===== src/rtl/music_pkg.sv =====
// Shared constants, state encoding and helpers for the tone recorder.
package music_pkg;

    localparam int ADDR_W             = 12;
    localparam int DIV_W              = 14;
    localparam int DEFAULT_SLOT_TICKS = 3170208;

    localparam logic [DIV_W-1:0] SILENT_CODE = 14'h3FFF;

    typedef enum logic [1:0] {
        IDLE   = 2'd0,
        RECORD = 2'd1,
        FINISH = 2'd2
    } rec_state_e;

    // Increment that sticks at the silence code instead of wrapping.
    function automatic logic [DIV_W-1:0] sat_inc(input logic [DIV_W-1:0] v);
        return (v == SILENT_CODE) ? v : v + 14'd1;
    endfunction

endpackage


===== src/rtl/tone_period_meter.sv =====
// Synchronises the tone input and reports the last edge-to-edge interval seen in the
// current note slot, together with a flag saying whether any interval was captured.
module tone_period_meter
    import music_pkg::*;
(
    input  logic             Clock,
    input  logic             Reset,
    input  logic             clear,
    input  logic             slot_end,
    input  logic             Tone,
    output logic [DIV_W-1:0] period,
    output logic             valid
);

    logic             sync1_q, sync2_q, prev_q;
    logic [DIV_W-1:0] count_q, count_d;
    logic [DIV_W-1:0] period_q, period_d;
    logic             valid_q, valid_d;
    logic             ref_q, ref_d;
    logic             edge_s, meas_s;

    // Two-flop synchroniser plus one history flop for edge detection.
    always_ff @(posedge Clock) begin
        if (!Reset) begin
            sync1_q <= 1'b0;
            sync2_q <= 1'b0;
            prev_q  <= 1'b0;
        end else begin
            sync1_q <= Tone;
            sync2_q <= sync1_q;
            prev_q  <= sync2_q;
        end
    end

    assign edge_s = sync2_q ^ prev_q;
    assign meas_s = edge_s & ref_q;

    // An edge in the slot-boundary cycle is visible straight away so it lands in the ending slot.
    assign period = meas_s ? count_q : period_q;
    assign valid  = valid_q | meas_s;

    // Interval counter, reference flag and slot accumulator next-state.
    always_comb begin
        count_d  = count_q;
        period_d = period_q;
        valid_d  = valid_q;
        ref_d    = ref_q;
        if (clear) begin
            count_d = {DIV_W{1'b0}};
            valid_d = 1'b0;
            ref_d   = 1'b0;
        end else begin
            if (edge_s) begin
                count_d = 14'd1;
                ref_d   = 1'b1;
            end else begin
                count_d = sat_inc(count_q);
            end
            period_d = period;
            if (slot_end) begin
                valid_d = 1'b0;
            end else begin
                valid_d = valid;
            end
        end
    end

    // Interval and slot state registers.
    always_ff @(posedge Clock) begin
        if (!Reset) begin
            count_q  <= {DIV_W{1'b0}};
            period_q <= {DIV_W{1'b0}};
            valid_q  <= 1'b0;
            ref_q    <= 1'b0;
        end else begin
            count_q  <= count_d;
            period_q <= period_d;
            valid_q  <= valid_d;
            ref_q    <= ref_d;
        end
    end

endmodule


===== src/rtl/music_recorder.sv =====
// Records one half-period divisor per note slot into song RAM over [start_addr, stop_addr),
// mirroring the slot timing of the ROM-driven tone player.
module music_recorder
    import music_pkg::*;
#(
    parameter int SLOT_TICKS = DEFAULT_SLOT_TICKS
) (
    input  logic              Clock,
    input  logic              Reset,
    input  logic              start,
    input  logic [ADDR_W-1:0] start_addr,
    input  logic [ADDR_W-1:0] stop_addr,
    input  logic              interrupt,
    input  logic              Tone,
    output logic              wr_en,
    output logic [ADDR_W-1:0] wr_addr,
    output logic [DIV_W-1:0]  wr_data,
    output logic              busy,
    output logic              done,
    output logic [ADDR_W-1:0] end_addr
);

    localparam int                SLOT_W    = (SLOT_TICKS > 1) ? $clog2(SLOT_TICKS) : 1;
    localparam logic [SLOT_W-1:0] SLOT_LAST = SLOT_W'(SLOT_TICKS - 1);

    rec_state_e        state_q, state_d;
    logic [ADDR_W-1:0] pc_q, pc_d;
    logic [ADDR_W-1:0] bound_q, bound_d;
    logic [SLOT_W-1:0] slot_q, slot_d;
    logic              wr_en_q, wr_en_d;
    logic [ADDR_W-1:0] wr_addr_q, wr_addr_d;
    logic [DIV_W-1:0]  wr_data_q, wr_data_d;
    logic              busy_q, busy_d;
    logic              done_q, done_d;
    logic [ADDR_W-1:0] end_addr_q, end_addr_d;
    logic              take_start_s, clear_s, slot_end_s, valid_s;
    logic [DIV_W-1:0]  period_s;

    tone_period_meter u_meter (
        .Clock    (Clock),
        .Reset    (Reset),
        .clear    (clear_s),
        .slot_end (slot_end_s),
        .Tone     (Tone),
        .period   (period_s),
        .valid    (valid_s)
    );

    // Next-state and output logic; interrupt outranks start, which outranks slot activity.
    always_comb begin
        state_d      = state_q;
        pc_d         = pc_q;
        bound_d      = bound_q;
        slot_d       = slot_q;
        wr_en_d      = 1'b0;
        wr_addr_d    = wr_addr_q;
        wr_data_d    = wr_data_q;
        busy_d       = busy_q;
        done_d       = 1'b0;
        end_addr_d   = end_addr_q;
        take_start_s = 1'b0;
        clear_s      = 1'b0;
        slot_end_s   = 1'b0;
        case (state_q)
            IDLE, FINISH: begin
                state_d      = IDLE;
                busy_d       = 1'b0;
                take_start_s = start;
            end
            RECORD: begin
                if (interrupt) begin
                    state_d    = FINISH;
                    done_d     = 1'b1;
                    busy_d     = 1'b0;
                    end_addr_d = pc_q;
                end else if (start) begin
                    take_start_s = 1'b1;
                end else if (wr_en_q && (pc_q == bound_q)) begin
                    state_d    = FINISH;
                    done_d     = 1'b1;
                    busy_d     = 1'b0;
                    end_addr_d = pc_q;
                end else if (slot_q == SLOT_LAST) begin
                    slot_d     = {SLOT_W{1'b0}};
                    slot_end_s = 1'b1;
                    wr_en_d    = 1'b1;
                    wr_addr_d  = pc_q;
                    wr_data_d  = valid_s ? period_s : SILENT_CODE;
                    pc_d       = pc_q + ADDR_W'(1);
                end else begin
                    slot_d = slot_q + SLOT_W'(1);
                end
            end
            default: begin
                state_d = IDLE;
                busy_d  = 1'b0;
            end
        endcase
        if (take_start_s) begin
            clear_s = 1'b1;
            pc_d    = start_addr;
            bound_d = stop_addr;
            slot_d  = {SLOT_W{1'b0}};
            if (start_addr == stop_addr) begin
                state_d    = FINISH;
                done_d     = 1'b1;
                busy_d     = 1'b0;
                end_addr_d = start_addr;
            end else begin
                state_d = RECORD;
                busy_d  = 1'b1;
            end
        end else begin
            clear_s = 1'b0;
        end
    end

    // State and registered-output flops.
    always_ff @(posedge Clock) begin
        if (!Reset) begin
            state_q    <= IDLE;
            pc_q       <= {ADDR_W{1'b0}};
            bound_q    <= {ADDR_W{1'b0}};
            slot_q     <= {SLOT_W{1'b0}};
            wr_en_q    <= 1'b0;
            wr_addr_q  <= {ADDR_W{1'b0}};
            wr_data_q  <= {DIV_W{1'b0}};
            busy_q     <= 1'b0;
            done_q     <= 1'b0;
            end_addr_q <= {ADDR_W{1'b0}};
        end else begin
            state_q    <= state_d;
            pc_q       <= pc_d;
            bound_q    <= bound_d;
            slot_q     <= slot_d;
            wr_en_q    <= wr_en_d;
            wr_addr_q  <= wr_addr_d;
            wr_data_q  <= wr_data_d;
            busy_q     <= busy_d;
            done_q     <= done_d;
            end_addr_q <= end_addr_d;
        end
    end

    assign wr_en    = wr_en_q;
    assign wr_addr  = wr_addr_q;
    assign wr_data  = wr_data_q;
    assign busy     = busy_q;
    assign done     = done_q;
    assign end_addr = end_addr_q;

endmodule


===== config.mk =====
export PLATFORM = sky130hd
export DESIGN_NAME = music_recorder
export DESIGN_NICKNAME = d
export VERILOG_FILES = /design/src/rtl/music_pkg.sv /design/src/rtl/tone_period_meter.sv /design/src/rtl/music_recorder.sv
export SDC_FILE = /design/constraint.sdc
export NUM_CORES = 1
export LEC_CHECK = 0
export CAP_MARGIN = 20
export CORE_MARGIN = 4
export CORE_UTILIZATION = 58
export CTS_BUF_LIST = sky130_fd_sc_hd__clkbuf_4
export DETAILED_ROUTE_END_ITERATION = 10
export PLACE_DENSITY = 0.79
export REMOVE_ABC_BUFFERS = 1
export SETUP_SLACK_MARGIN = 0.3
export SLEW_MARGIN = 40
export SYNTH_ARGS = -nofsm -noshare
export SYNTH_HDL_FRONTEND = slang
export SYNTH_SLANG_ARGS = --single-unit

===== constraint.sdc =====
create_clock -name Clock -period 2.6 [get_ports Clock]
set_input_delay 0.52 -clock Clock [delete_from_list [all_inputs] [get_ports Clock]]
set_output_delay 0.52 -clock Clock [all_outputs]
set_load 0.005 [all_outputs]

# == Word level (Yosys, flattened, before mapping) ==
# Cells that the tools add are included.
# word_totals
regBits,122
output_inout_bits,41
elab_cells,97
# classes
add_sub_neg,3
n_eq_ne,12
muxes,44
bitwise_logic,7
reduce_logical,13
# ops
cell,count
2-to-1 mux 12 bit,12
2-to-1 mux 14 bit,2
== test 12 bit,2
adder 22 x 1 -> 22 bit (second input constant),1
== test 22 bit (second input constant),1
2-to-1 mux 1 bit,22
2-to-1 mux 22 bit,1
adder 14 x 1 -> 14 bit (second input constant),1
== test 14 bit (second input constant),1
adder 12 x 1 -> 12 bit (second input constant),1
2-to-1 mux 2 bit,6
AND reduction 5 bit,2
inequality test 4 bit (second input constant),2
inequality test 2 x 1 -> 1 bit (second input constant),3
OR reduction 2 bit,3
OR reduction 3 bit,2
NOT 1 bit,4
AND reduction 4 bit,1
nonzero test 2 bit,2
== test 2 x 1 -> 1 bit (second input constant),1
== test 2 bit (second input constant),1
logical NOT 2 bit,1
inequality test 2 bit (second input constant),1
one-hot mux 1 bit (2 select lines),1
5 further kinds,5

# == Depth between registers and ports, before layout ==
# depth
word_depth,8
ltp_mapped,10

# == Cells and area by module ==
# A second synthesis with hierarchy kept.
# hier_totals
cells_unflattened,681
hier_area_um2,5883.1
# modules_own_cells
mod,n_inst,cells_per_inst,area_per_inst_um2
music_recorder,1,509,4304.1
tone_period_meter,1,172,1579.0

# == Worst setup path after synthesis ==
# OpenSTA, ideal clock, no wires.
# synth_path
kind,input to register
from,input port start
to,register slot_q[18]
setup_time_ps,70
arrival_time_ps,2020
required_ps,2530
slack_ps,510
cell_stages,5
cell_sequence,or4b_1 or3_1 buf_2 or3_1 a21oi_1
# synth_via
elab_chain_cells,4
# synth_lines
element,line,rtl
"start, declared",music_recorder.sv:10,"input logic start,"
2-to-1 mux 1 bit,music_recorder.sv:76,end else if (start) begin
2-to-1 mux 1 bit,music_recorder.sv:71,if (interrupt) begin
one-hot mux 1 bit (2 select lines),music_recorder.sv:64,case (state_q)
OR reduction 2 bit (no line),-,
"end signal, assigned",music_recorder.sv:124,slot_q <= {SLOT_W{1'b0}};
"end signal, assigned",music_recorder.sv:135,slot_q <= slot_d;
"end, declared",music_recorder.sv:29,"logic [SLOT_W-1:0] slot_q, slot_d;"
# Parallel ways exist; a longest one is shown, timed or not.
# A chain may end at the register's enable or synchronous reset.

# == Final worst setup path ==
# layout_path
from,register pc_q[6]
to,register slot_q[18]
# layout_via
elab_chain_cells,4
# layout_lines
element,line,rtl
"start, declared",music_recorder.sv:27,"logic [ADDR_W-1:0] pc_q, pc_d;"
"start signal, assigned",music_recorder.sv:122,pc_q <= {ADDR_W{1'b0}};
"start signal, assigned",music_recorder.sv:133,pc_q <= pc_d;
== test 12 bit,music_recorder.sv:78,end else if (wr_en_q && (pc_q == bound_q)) begin
logical AND 1 bit,music_recorder.sv:78,
NOT 1 bit (no line),-,
AND reduction 4 bit (no line),-,
# Every way passes these cells.

==> results.yml <==
status:
  status: "complete, no violations"
clocking:
  cts_sinks: 121
  cts_buffer_depth: 2
  cts_root_buf: "clkbuf_4"
  cts_max_level: 4
  cts_made_buffers: 17
  cts_hold_buffers: 0
  clk_pin_slew_worst_paths_ps: 110
  clock_latency_ps: 520
  cts_tree: "yes"
detailed_routing:
  vias_per_cell: 5.90
  drt_iter0_drc: 303
  routed_wl_um: 14900
  drtPass1Iterations: 5
  vias: 5265
  drc_errors: 0
  drt-wirelength-per-cell_um: 16.7
  antenna_left: 0
grt:
  grt_pass1_vias: 5144
  grt_max_degree: 43
  grt_first_pass_wirelength_um: 25000
  grtUsageTotal_pct: 27.2
  grt.overflow.total: 0
  grt_antenna_before_repair: 0
floorplanning:
  die_y_um: 107
  die-width_um: 107
  die-area_um2: 11400
  fp-row-count: 35
  core_um2: 9370
  initial_core_util_pct: 60.3
  io_pins: 70
logic_synthesis:
  yosysMostFrequentCell: "dfxtp_1"
  synth_area_leaders: "dfxtp_1 43%, a21oi_1 6.6%, nand2_1 6.0%"
  synth_cells: 668
  synthTopCellsByCount: "121 x dfxtp_1, 90 x nand2_1, 74 x a21oi_1"
  ys_seq_area_share_pct: 42.8
  synth_top_area_share_pct: 42.8
  synthDistinctLibCells: 51
  syn_avg_cell_area_um2: 8.46
  synth_top_area_cell: "dfxtp_1"
  synth-async-reset-ratio_pct: 0
  syn_area_um2: 5650
  synth_ff_type: "dfxtp_1"
  synth_edf_count: 0
  yosysWarnings: 0
  ys_ff_latch: 121
setup_path:
  cp_cell_sequence: "xnor2_2 -> nand4_2 -> or4_1 -> nand3_2 -> buf_12 -> nand3_4 -> a21oi_1"
  path_delay_family: "simple AND/OR/NAND/NOR gates"
  crit_type: "reg -> reg"
  cp.depth: 7
  slowest_stage: "or4_1"
  critPathMaxFanout: 24
  cpPeakStageDelay_ps: 600
  r2r_cells: 7
  end_kind: "register"
  cp.arrival_ps: 2650
  startpoint_type: "register"
  cp.required_ps: 3050
  cp_num_buf_inv: 1
finish:
  final_cell_count_no_fill: 892
  final_util_pct: 74.2
  nNetsFinal: 782
  antenna_cells: 0
  drive_gt1_share_pct: 14.3
  num-fill-cells: 764
  design_area_um2: 6950
  multi_input_area_um2: 3060
  areaGrowthSynthToFinish_pct: 22.9
  area.sequential_um2: 2420
power:
  peakVddDrop_v: 0.000338
  switching_share_pct: 26.1
  fin_total_pwr_mw: 3.56
  power_density_nw_per_um2: 512
  leakage_nw: 2.33
  pwr-share-comb_pct: 9.6
  seqPwrFrac_pct: 54.0
  switching_power_mw: 0.927
  pwr-share-clk_pct: 36.3
  p_int_mw: 2.63
placement:
  placedInstanceArea_um2: 6610
  pre_cts_ws_ps: -81.8
  routabilityCongestion: 0.872
  post-place-cells: 857
  dp_hpwl_um: 10400
  portBuffers: 69
sta:
  max-slew-margin-rel_pct: 53.5
  slew_viol_final: 0
  holdWs_ps: 447
  skew_ps: 20.4
  setup_tns_ps: 0
  fin_crit_ps: 2200
  worst-slew-pin-transition_ps: 698
  fmax_ghz: 0.455
  setup_viol: 0
  rsz0062_at_grt: "no"
  min_period_over_period_pct: 84.6
  finalHoldViolCount: 0
  fin_ws_ps: 401
worst_hold_path:
  min_path_cells: 1
  hp-class: "reg -> reg"
run:
  cap_viol_max_count: 0
routing by layer:
metal | track usage (%) | part of all wire, % | wire (um) | vias to the layer above
met3 | 6.68 | 6.4 | 947 | 35
met1 | 34.0 | 43 | 6470 | 2486
met5 | 0 | 0 | 0 | -
met4 | 9.68 | 2.2 | 322 | 0
met2 | 45.8 | 48 | 7160 | 199
li1 | - | - | - | 2545
worst paths after layout:
kind                                    from                    endpoint  slack [ps]
setup reg to reg        pc_q[6]$_SDFFE_PN0P_     slot_q[18]$_SDFFE_PP0P_         400
hold / removal    u_meter.sync1_q$_SDFF_PN0_  u_meter.sync2_q$_SDFF_PN0_         450
hold reg to reg   u_meter.sync1_q$_SDFF_PN0_  u_meter.sync2_q$_SDFF_PN0_         450
setup / recovery        pc_q[6]$_SDFFE_PN0P_     slot_q[18]$_SDFFE_PP0P_         400
flip-flops by register name (all words and copies together), names as in the netlist:
register and cells:
bound_q 12, done 1, end_addr 12, pc_q 12, slot_q 22, state_q 2
u_meter.count_q 14, u_meter.period_q 14, u_meter.prev_q 1, u_meter.ref_q 1, u_meter.sync1_q 1, u_meter.sync2_q 1
u_meter.valid_q 1, wr_addr 12, wr_data 14, wr_en 1
placed cells by master (no fill, tap or decap), types with 3 or more instances in the layout:
| cell type | n |
|---|---|
| nor4_1 | 13 |
| buf_12 | 4 |
| a32oi_1 | 3 |
| and3_1 | 14 |
| nor2_1 | 41 |
| o21ai_0 | 40 |
| nand2_2 | 10 |
| mux2i_1 | 13 |
| a21oi_1 | 74 |
| nand4_1 | 22 |
| o211ai_1 | 14 |
| buf_4 | 33 |
| clkbuf_4 | 19 |
| xnor2_1 | 38 |
| nor4b_1 | 3 |
| or3_1 | 7 |
| clkinv_2 | 4 |
| or4_1 | 4 |
| a31oi_1 | 4 |
| nand2_1 | 90 |
| inv_1 | 4 |
| and2_1 | 8 |
| nor3_1 | 9 |
| xor2_1 | 16 |
| clkinvlp_4 | 3 |
| a21oi_2 | 10 |
| and4_1 | 4 |
| o21ai_1 | 4 |
| nand3b_1 | 15 |
| nand3_1 | 14 |
| dfxtp_1 | 119 |
| clkdlybuf4s50_1 | 69 |
power by group through the flow:
stage / clock, mW / sequential (mW) / combinational (mW)
3_3_place_gp: 0 / 1.96 / 0.325
6_report: 1.29 / 1.92 / 0.343
3_5_place_dp: 0 / 1.96 / 0.332
4_1_cts: 1.32 / 1.92 / 0.340
2_1_floorplan: 0 / 1.96 / 0.155
5_1_grt: 1.42 / 1.93 / 0.373
cell type report:
| cell class | instances | area share [%] |
|---|---|---|
| sequential | 121 | 34.9 |
| timing repair buffer | 106 | 14.7 |
| tap | 129 | 2.32 |
| multi-input combinational | 499 | 44.0 |
| clock inverter | 13 | 1.84 |
| inverter | 5 | 0.270 |
| clock buffer | 19 | 2.05 |
kinds of logic after synthesis:
logic type,Yosys count,synth area share (%)
simple gates,270,25.1
xor+xnor,56,8.94
fa+ha+maj,3,0.664
flops,121,42.8
buf+inv,49,4.20
mux,13,2.30
compound gates,156,15.9
repair_timing:
action                                  CTS  global route
endpoints found under the setup margin   22            55
resized for setup                         3             7
pin swaps                                 1             1
cloned                                    1             0
buffers inserted                          0             2
(Power assumes the default switching activity.)
